===== src/rtl/mem_arb_pkg.sv =====
// Shared definitions for the memory port arbiter: FSM states, requester
// indices and the access-counter width helper.
package mem_arb_pkg;

    typedef enum logic [1:0] {
        ST_IDLE   = 2'd0,
        ST_ACCESS = 2'd1,
        ST_DONE   = 2'd2
    } state_t;

    // Bit positions of each requester in request/grant vectors
    localparam int REQ_LD = 0;
    localparam int REQ_IF = 1;
    localparam int REQ_DM = 2;

    // The access counter runs 0..lat, so it needs enough bits to hold lat
    function automatic int cnt_width(input int lat);
        return (lat < 1) ? 1 : $clog2(lat + 1);
    endfunction

endpackage


===== src/rtl/mem_port_arbiter_if.sv =====
// Bus bundle between the three requesters, the arbiter and the memory macro.
interface mem_port_arbiter_if #(
    parameter int ADDR_W = 16,
    parameter int DATA_W = 16
);
    logic              ReqLD;
    logic [ADDR_W-1:0] AddrLD;
    logic [DATA_W-1:0] WDataLD;
    logic              AckLD;
    logic              ReqIF;
    logic [ADDR_W-1:0] AddrIF;
    logic              AckIF;
    logic              ReqDM;
    logic              WeDM;
    logic [ADDR_W-1:0] AddrDM;
    logic [DATA_W-1:0] WDataDM;
    logic              AckDM;
    logic [DATA_W-1:0] RData;
    logic              Busy;
    logic              MemEn;
    logic              MemWe;
    logic [ADDR_W-1:0] MemAddr;
    logic [DATA_W-1:0] MemWData;
    logic [DATA_W-1:0] MemRData;

    // Arbiter side
    modport slave (
        input  ReqLD, AddrLD, WDataLD, ReqIF, AddrIF,
        input  ReqDM, WeDM, AddrDM, WDataDM, MemRData,
        output AckLD, AckIF, AckDM, RData, Busy,
        output MemEn, MemWe, MemAddr, MemWData
    );

    // Requester / memory side
    modport master (
        output ReqLD, AddrLD, WDataLD, ReqIF, AddrIF,
        output ReqDM, WeDM, AddrDM, WDataDM, MemRData,
        input  AckLD, AckIF, AckDM, RData, Busy,
        input  MemEn, MemWe, MemAddr, MemWData
    );
endinterface


===== src/rtl/arb_pick.sv =====
// Combinational winner select: loader has strict priority, fetch and data
// share by round-robin pointer. Produces a one-hot (or zero) grant.
module arb_pick
    import mem_arb_pkg::*;
(
    input  logic [2:0] req,
    input  logic       favour_dm,
    output logic [2:0] gnt
);

    // Priority/round-robin selection
    always_comb begin
        gnt = 3'b000;
        if (req[REQ_LD]) begin
            gnt[REQ_LD] = 1'b1;
        end else if (req[REQ_IF] && req[REQ_DM]) begin
            if (favour_dm) begin
                gnt[REQ_DM] = 1'b1;
            end else begin
                gnt[REQ_IF] = 1'b1;
            end
        end else if (req[REQ_IF]) begin
            gnt[REQ_IF] = 1'b1;
        end else if (req[REQ_DM]) begin
            gnt[REQ_DM] = 1'b1;
        end
    end

endmodule


===== src/rtl/mem_port_arbiter.sv =====
// Serialises loader, fetch and data accesses onto one fixed-latency memory.
// Each transaction: IDLE (grant+latch) -> ACCESS (MEM_LAT+1 cycles, strobe in
// the first) -> DONE (Ack pulse) -> IDLE.
module mem_port_arbiter
    import mem_arb_pkg::*;
#(
    parameter int ADDR_W  = 16,
    parameter int DATA_W  = 16,
    parameter int MEM_LAT = 2
)
(
    input  logic               Clk,
    input  logic               Reset,
    mem_port_arbiter_if.slave  bus
);

    localparam int               CNT_W    = cnt_width(MEM_LAT);
    localparam logic [CNT_W-1:0] CNT_LAST = CNT_W'(MEM_LAT);

    state_t            state_reg, state_next;
    logic [CNT_W-1:0]  cnt_reg, cnt_next;
    logic [2:0]        gnt_reg;
    logic              favour_dm_reg;
    logic [ADDR_W-1:0] addr_reg;
    logic [DATA_W-1:0] wdata_reg;
    logic              we_reg;
    logic [DATA_W-1:0] rdata_reg;

    logic [2:0]        req;
    logic [2:0]        pick_gnt;
    logic [ADDR_W-1:0] sel_addr;
    logic [DATA_W-1:0] sel_wdata;
    logic              sel_we;
    logic              start;
    logic              last_access;

    assign req         = {bus.ReqDM, bus.ReqIF, bus.ReqLD};
    assign start       = (state_reg == ST_IDLE) && (pick_gnt != 3'b000);
    assign last_access = (state_reg == ST_ACCESS) && (cnt_reg == CNT_LAST);

    arb_pick u_pick (
        .req       (req),
        .favour_dm (favour_dm_reg),
        .gnt       (pick_gnt)
    );

    // Route the winner's address/data/write flag to the latch inputs
    always_comb begin
        sel_addr  = bus.AddrIF;
        sel_wdata = '0;
        sel_we    = 1'b0;
        if (pick_gnt[REQ_LD]) begin
            sel_addr  = bus.AddrLD;
            sel_wdata = bus.WDataLD;
            sel_we    = 1'b1;
        end else if (pick_gnt[REQ_DM]) begin
            sel_addr  = bus.AddrDM;
            sel_wdata = bus.WDataDM;
            sel_we    = bus.WeDM;
        end
    end

    // FSM state and wait counter registers
    always_ff @(posedge Clk) begin
        if (Reset) begin
            state_reg <= ST_IDLE;
            cnt_reg   <= '0;
        end else begin
            state_reg <= state_next;
            cnt_reg   <= cnt_next;
        end
    end

    // Next-state logic and FSM-decoded outputs
    always_comb begin
        state_next = state_reg;
        cnt_next   = cnt_reg;
        bus.Busy   = 1'b0;
        bus.MemEn  = 1'b0;
        bus.AckLD  = 1'b0;
        bus.AckIF  = 1'b0;
        bus.AckDM  = 1'b0;
        case (state_reg)
            ST_IDLE: begin
                if (start) begin
                    state_next = ST_ACCESS;
                    cnt_next   = '0;
                end
            end
            ST_ACCESS: begin
                bus.Busy  = 1'b1;
                bus.MemEn = (cnt_reg == '0);
                if (cnt_reg == CNT_LAST) begin
                    state_next = ST_DONE;
                    cnt_next   = '0;
                end else begin
                    cnt_next = cnt_reg + 1'b1;
                end
            end
            ST_DONE: begin
                bus.Busy   = 1'b1;
                bus.AckLD  = gnt_reg[REQ_LD];
                bus.AckIF  = gnt_reg[REQ_IF];
                bus.AckDM  = gnt_reg[REQ_DM];
                state_next = ST_IDLE;
            end
            default: begin
                state_next = ST_IDLE;
                cnt_next   = '0;
            end
        endcase
    end

    // Latch the granted transaction and advance the round-robin pointer
    always_ff @(posedge Clk) begin
        if (Reset) begin
            gnt_reg       <= 3'b000;
            favour_dm_reg <= 1'b0;
            addr_reg      <= '0;
            wdata_reg     <= '0;
            we_reg        <= 1'b0;
        end else if (start) begin
            gnt_reg   <= pick_gnt;
            addr_reg  <= sel_addr;
            wdata_reg <= sel_wdata;
            we_reg    <= sel_we;
            // Loader grants leave the IF/DM fairness pointer untouched
            if (pick_gnt[REQ_IF]) begin
                favour_dm_reg <= 1'b1;
            end else if (pick_gnt[REQ_DM]) begin
                favour_dm_reg <= 1'b0;
            end
        end
    end

    // Capture read data in the final ACCESS cycle; writes keep the old value
    always_ff @(posedge Clk) begin
        if (Reset) begin
            rdata_reg <= '0;
        end else if (last_access && !we_reg) begin
            rdata_reg <= bus.MemRData;
        end
    end

    assign bus.MemWe    = we_reg;
    assign bus.MemAddr  = addr_reg;
    assign bus.MemWData = wdata_reg;
    assign bus.RData    = rdata_reg;

endmodule


===== src/flat_wrapper.sv =====
// flat-port wrapper written by rule: the top's interface ports become plain ports
module mem_port_arbiter_flat import mem_arb_pkg::*;
#(
    parameter int ADDR_W  = 16,
    parameter int DATA_W  = 16,
    parameter int MEM_LAT = 2
)
  (Clk, Reset, bus_ReqLD, bus_AddrLD, bus_WDataLD, bus_ReqIF, bus_AddrIF, bus_ReqDM, bus_WeDM, bus_AddrDM, bus_WDataDM, bus_MemRData, bus_AckLD, bus_AckIF, bus_AckDM, bus_RData, bus_Busy, bus_MemEn, bus_MemWe, bus_MemAddr, bus_MemWData);
  mem_port_arbiter_if #(.ADDR_W(ADDR_W), .DATA_W(DATA_W)) bus_i ();
  input  logic Clk;
  input  logic Reset;
  input wire logic [$bits(bus_i.ReqLD)-1:0] bus_ReqLD;
  input wire logic [$bits(bus_i.AddrLD)-1:0] bus_AddrLD;
  input wire logic [$bits(bus_i.WDataLD)-1:0] bus_WDataLD;
  input wire logic [$bits(bus_i.ReqIF)-1:0] bus_ReqIF;
  input wire logic [$bits(bus_i.AddrIF)-1:0] bus_AddrIF;
  input wire logic [$bits(bus_i.ReqDM)-1:0] bus_ReqDM;
  input wire logic [$bits(bus_i.WeDM)-1:0] bus_WeDM;
  input wire logic [$bits(bus_i.AddrDM)-1:0] bus_AddrDM;
  input wire logic [$bits(bus_i.WDataDM)-1:0] bus_WDataDM;
  input wire logic [$bits(bus_i.MemRData)-1:0] bus_MemRData;
  output wire logic [$bits(bus_i.AckLD)-1:0] bus_AckLD;
  output wire logic [$bits(bus_i.AckIF)-1:0] bus_AckIF;
  output wire logic [$bits(bus_i.AckDM)-1:0] bus_AckDM;
  output wire logic [$bits(bus_i.RData)-1:0] bus_RData;
  output wire logic [$bits(bus_i.Busy)-1:0] bus_Busy;
  output wire logic [$bits(bus_i.MemEn)-1:0] bus_MemEn;
  output wire logic [$bits(bus_i.MemWe)-1:0] bus_MemWe;
  output wire logic [$bits(bus_i.MemAddr)-1:0] bus_MemAddr;
  output wire logic [$bits(bus_i.MemWData)-1:0] bus_MemWData;
  assign bus_i.ReqLD = bus_ReqLD;
  assign bus_i.AddrLD = bus_AddrLD;
  assign bus_i.WDataLD = bus_WDataLD;
  assign bus_i.ReqIF = bus_ReqIF;
  assign bus_i.AddrIF = bus_AddrIF;
  assign bus_i.ReqDM = bus_ReqDM;
  assign bus_i.WeDM = bus_WeDM;
  assign bus_i.AddrDM = bus_AddrDM;
  assign bus_i.WDataDM = bus_WDataDM;
  assign bus_i.MemRData = bus_MemRData;
  assign bus_AckLD = bus_i.AckLD;
  assign bus_AckIF = bus_i.AckIF;
  assign bus_AckDM = bus_i.AckDM;
  assign bus_RData = bus_i.RData;
  assign bus_Busy = bus_i.Busy;
  assign bus_MemEn = bus_i.MemEn;
  assign bus_MemWe = bus_i.MemWe;
  assign bus_MemAddr = bus_i.MemAddr;
  assign bus_MemWData = bus_i.MemWData;
  mem_port_arbiter #(.ADDR_W(ADDR_W), .DATA_W(DATA_W), .MEM_LAT(MEM_LAT)) u_core (.Clk(Clk), .Reset(Reset), .bus(bus_i));
endmodule

===== config.mk =====
export PLATFORM = sky130hd
export DESIGN_NAME = mem_port_arbiter_flat
export DESIGN_NICKNAME = d
export VERILOG_FILES = /design/src/rtl/mem_arb_pkg.sv /design/src/rtl/mem_port_arbiter_if.sv /design/src/rtl/arb_pick.sv /design/src/rtl/mem_port_arbiter.sv /design/src/flat_wrapper.sv
export SDC_FILE = /design/constraint.sdc
export NUM_CORES = 1
export LEC_CHECK = 0
export BUFFER_PORTS_ARGS = -buffer_cell sky130_fd_sc_hd__buf_4
export CAP_MARGIN = 10
export CORE_AREA = 3 3 117 63
export DETAILED_ROUTE_END_ITERATION = 10
export DIE_AREA = 0 0 120 66
export GPL_TIMING_DRIVEN = 0
export PLACE_DENSITY_LB_ADDON = 0.08
export SYNTH_ARGS = -nofsm -noshare
export SYNTH_HDL_FRONTEND = slang
export SYNTH_SLANG_ARGS = --single-unit

===== constraint.sdc =====
create_clock -name Clk -period 2.3 [get_ports Clk]
set_input_delay 0.46 -clock Clk [delete_from_list [all_inputs] [get_ports Clk]]
set_output_delay 0.46 -clock Clk [all_outputs]
set_load 0.005 [all_outputs]

==> impl_metrics.toml <==
[power]
leakage_uw = 0.00192
irDropWorstVdd_mv = 0.461
pwr-share-comb_pct = 28.5
clkPwrFrac_pct = 37.9
p_sw_share_pct = 28.6
power_density_nw_per_um2 = 808
internal-power_uw = 2560
p_switching_uw = 1030
seq_power_share_pct = 33.6

[setup_path]
rrSetupSlack_ns = 0.56
r2r_cells = 7
end_kind = "primary output"
required_ns = 1.84
reg2reg_from = "u_core.state_reg[0]"
path_class = "reg -> out"
startpoint_type = "flop"
worstPathMaxFanout = 7
arrival_ns = 1.36
reg2reg_to = "u_core.bus.MemWData[8]"

[layout]
drive_above_1_share_pct = 37.2
antenna_cells = 0
area_growth_pct = 54.8
num-nets-final = 606
fin_cells = 597
final_cell_area_um2 = 4440

[placed_design]
placedInstanceArea_um2 = 4130
dpl.hpwl_um = 7400
dp.cells = 581
port_buffers = 153
pre_cts_ws_ns = 0.546
gp_congestion = 0.831

[sta]
finalSetupViolations = 0
finalCritPeriodShare_pct = 79.0
drv_slew = 0
tightestPinTransition_ns = 0.606
slew_headroom_pct = 59.6
rsz0062_at_grt = "no"
setup_slack_ns = 0.484
fmax_mhz = 551
skew_ns = 0.00771
hold_violations = 0
hold_slack_ns = 0.388
period_needed_ns = 1.82
setup_tns_ns = 0

[global_routing]
grt_remaining_overflow = 0
grtUsageTotal_pct = 24.1
grt_max_degree = 11
grt_pass1_vias = 2979
antenna_found_initial = 0
grt_pass1_wl_um = 14900

[yosys]
synth_ff_type = "dfxtp_1"
syn_area_um2 = 2870
syn-instance-count = 336
yosysWarningCount = 0
async_flop_share_pct = 0
syn_avg_cell_area_um2 = 8.53
ys_ff_latch = 57
yosysMostFrequentCell = "dfxtp_1"
synth_edf_count = 0
ys_top_cells_by_count = "dfxtp_1, nand2_1, a21oi_1, inv_1, a32oi_1"
synthDistinctLibCells = 34
yosysTopAreaCell = "dfxtp_1"
synth_top_area_share_pct = 39.8
ys_seq_area_share_pct = 39.8
ys_top_cells_by_area = "dfxtp_1, nand2_1, a21oi_1"
syn-num-nets = 442

[status]
status = "completed"

[die]
rows = 21
dieArea_um2 = 7920
core-area_um2 = 6490
pin_count = 156
initial_core_util_pct = 44.2
die_w_um = 120
fp.dieH_um = 66

[clock_tree]
cts-root-buf = "clkbuf_16"
ctsResizeCount = 0
cts_num_sinks = 57
clk_latency_ns = 0.32
htreeDepth = 3
numCtsBuffers = 9
post_cts_buffers = 0
cts_tree = "done"
holdBufCountCts = 0
clkTransAtPathRegs_ns = 0.05
cts_buffer_depth = 2

[route]
avgRoutedWirePerCell_um = 16.3
drcViolationCount = 0
vias = 3180
firstDrtPassIters = 5
ant_nets = 0
routed_wl_um = 9760
viasPerCell = 5.33
drt_iter0_drc = 212

[min_path]
hold_class = "in -> reg"
holdPathStages = 3
hold_path_end = "u_core.bus.RData[12]"
min_from = "bus_MemRData[12]"

[run]
drv_cap = 0
## placed cells by master (no fill, tap or decap), drive strengths merged, types with 2 or more instances in the layout
| cell type | netlist | routed |
|---|---|---|
| dfxtp | 57 | 57 |
| nor2b | 2 | 2 |
| a32oi | 17 | 17 |
| nand2b | 6 | 6 |
| a21oi | 37 | 37 |
| clkbuf | 17 | 31 |
| o21ai | 5 | 5 |
| and2 | 4 | 4 |
| ha | 4 | 4 |
| a211o | 16 | 16 |
| nor4b | 17 | 17 |
| a211oi | 16 | 16 |
| buf | 20 | 173 |
| o31ai | 17 | 17 |
| nor2 | 5 | 5 |
| inv | 20 | 20 |
| nand2 | 50 | 50 |
| nand3b | 16 | 16 |
## final cells by class
class / count / area, um^2
fillers: 533 / 2050
multi-input cells: 222 / 1460
repair buffers: 153 / 1150
flip-flops and latches: 57 / 1140
clock buffers: 14 / 274
plain buffers: 37 / 194
well taps: 92 / 115
inverters: 20 / 75.1
clock inverters: 2 / 35.0
## kinds of logic (layout without fill, tap and decap cells)
logic type | Yosys count | count (layout) | share of synthesized area [%]
AOI/OAI and AO/OA | 111 | 111 | 27.4
and+or+nand+nor | 106 | 106 | 21.3
DFF | 57 | 57 | 39.8
buffers and inverters | 57 | 226 | 9.38
adders and majority gates | 4 | 4 | 1.75
muxes | 1 | 1 | 0.349
## power groups by stage
stage | clock network (uW) | registers, uW | logic (uW)
after floorplan | 0 | 1220 | 522
after global placement | 0 | 1220 | 996
after detailed placement | 0 | 1220 | 1010
after CTS | 1380 | 1200 | 1020
after global routing | 1420 | 1220 | 1110
final | 1360 | 1210 | 1020
## per-stage QoR
stage / utilization (%) / total power, uW
floorplan: - / 1740
global route: 68.4 / 3750
CTS: 68.4 / 3600
detailed placement: 63.7 / 2230
finish: 68.4 / 3590
global placement: 63.7 / 2210
## worst max path at each step
stage | slack, ns | to | start
after floorplan | 0.79 | u_core.cnt_reg[1] | u_core.state_reg[0]
after global placement | 0.57 | u_core.bus.MemAddr[6] | bus_ReqLD
after detailed placement | 0.55 | u_core.bus.MemAddr[5] | bus_ReqLD
after CTS | 0.46 | bus_AckIF | u_core.state_reg[0]
after global routing | 0.41 | bus_AckLD | u_core.state_reg[0]
final | 0.48 | bus_AckIF | u_core.state_reg[0]
## metal layers
layer  up-vias  GRT usage, %  share of wire, %
met5         -             0                 0
met4         0          4.56              0.39
met3         4          8.21               9.0
met2       150          35.2                43
met1      1473          34.5                48
li1       1553             -                 -
## worst max-delay path, stage by stage, from the launching register on
cell and delay, ns:
dfxtp_1 0.35, inv_1 0.09, ha_1 0.27, and2_1 0.18
buf_4 0.13
Note: power is estimated with default switching activity, not from simulation.
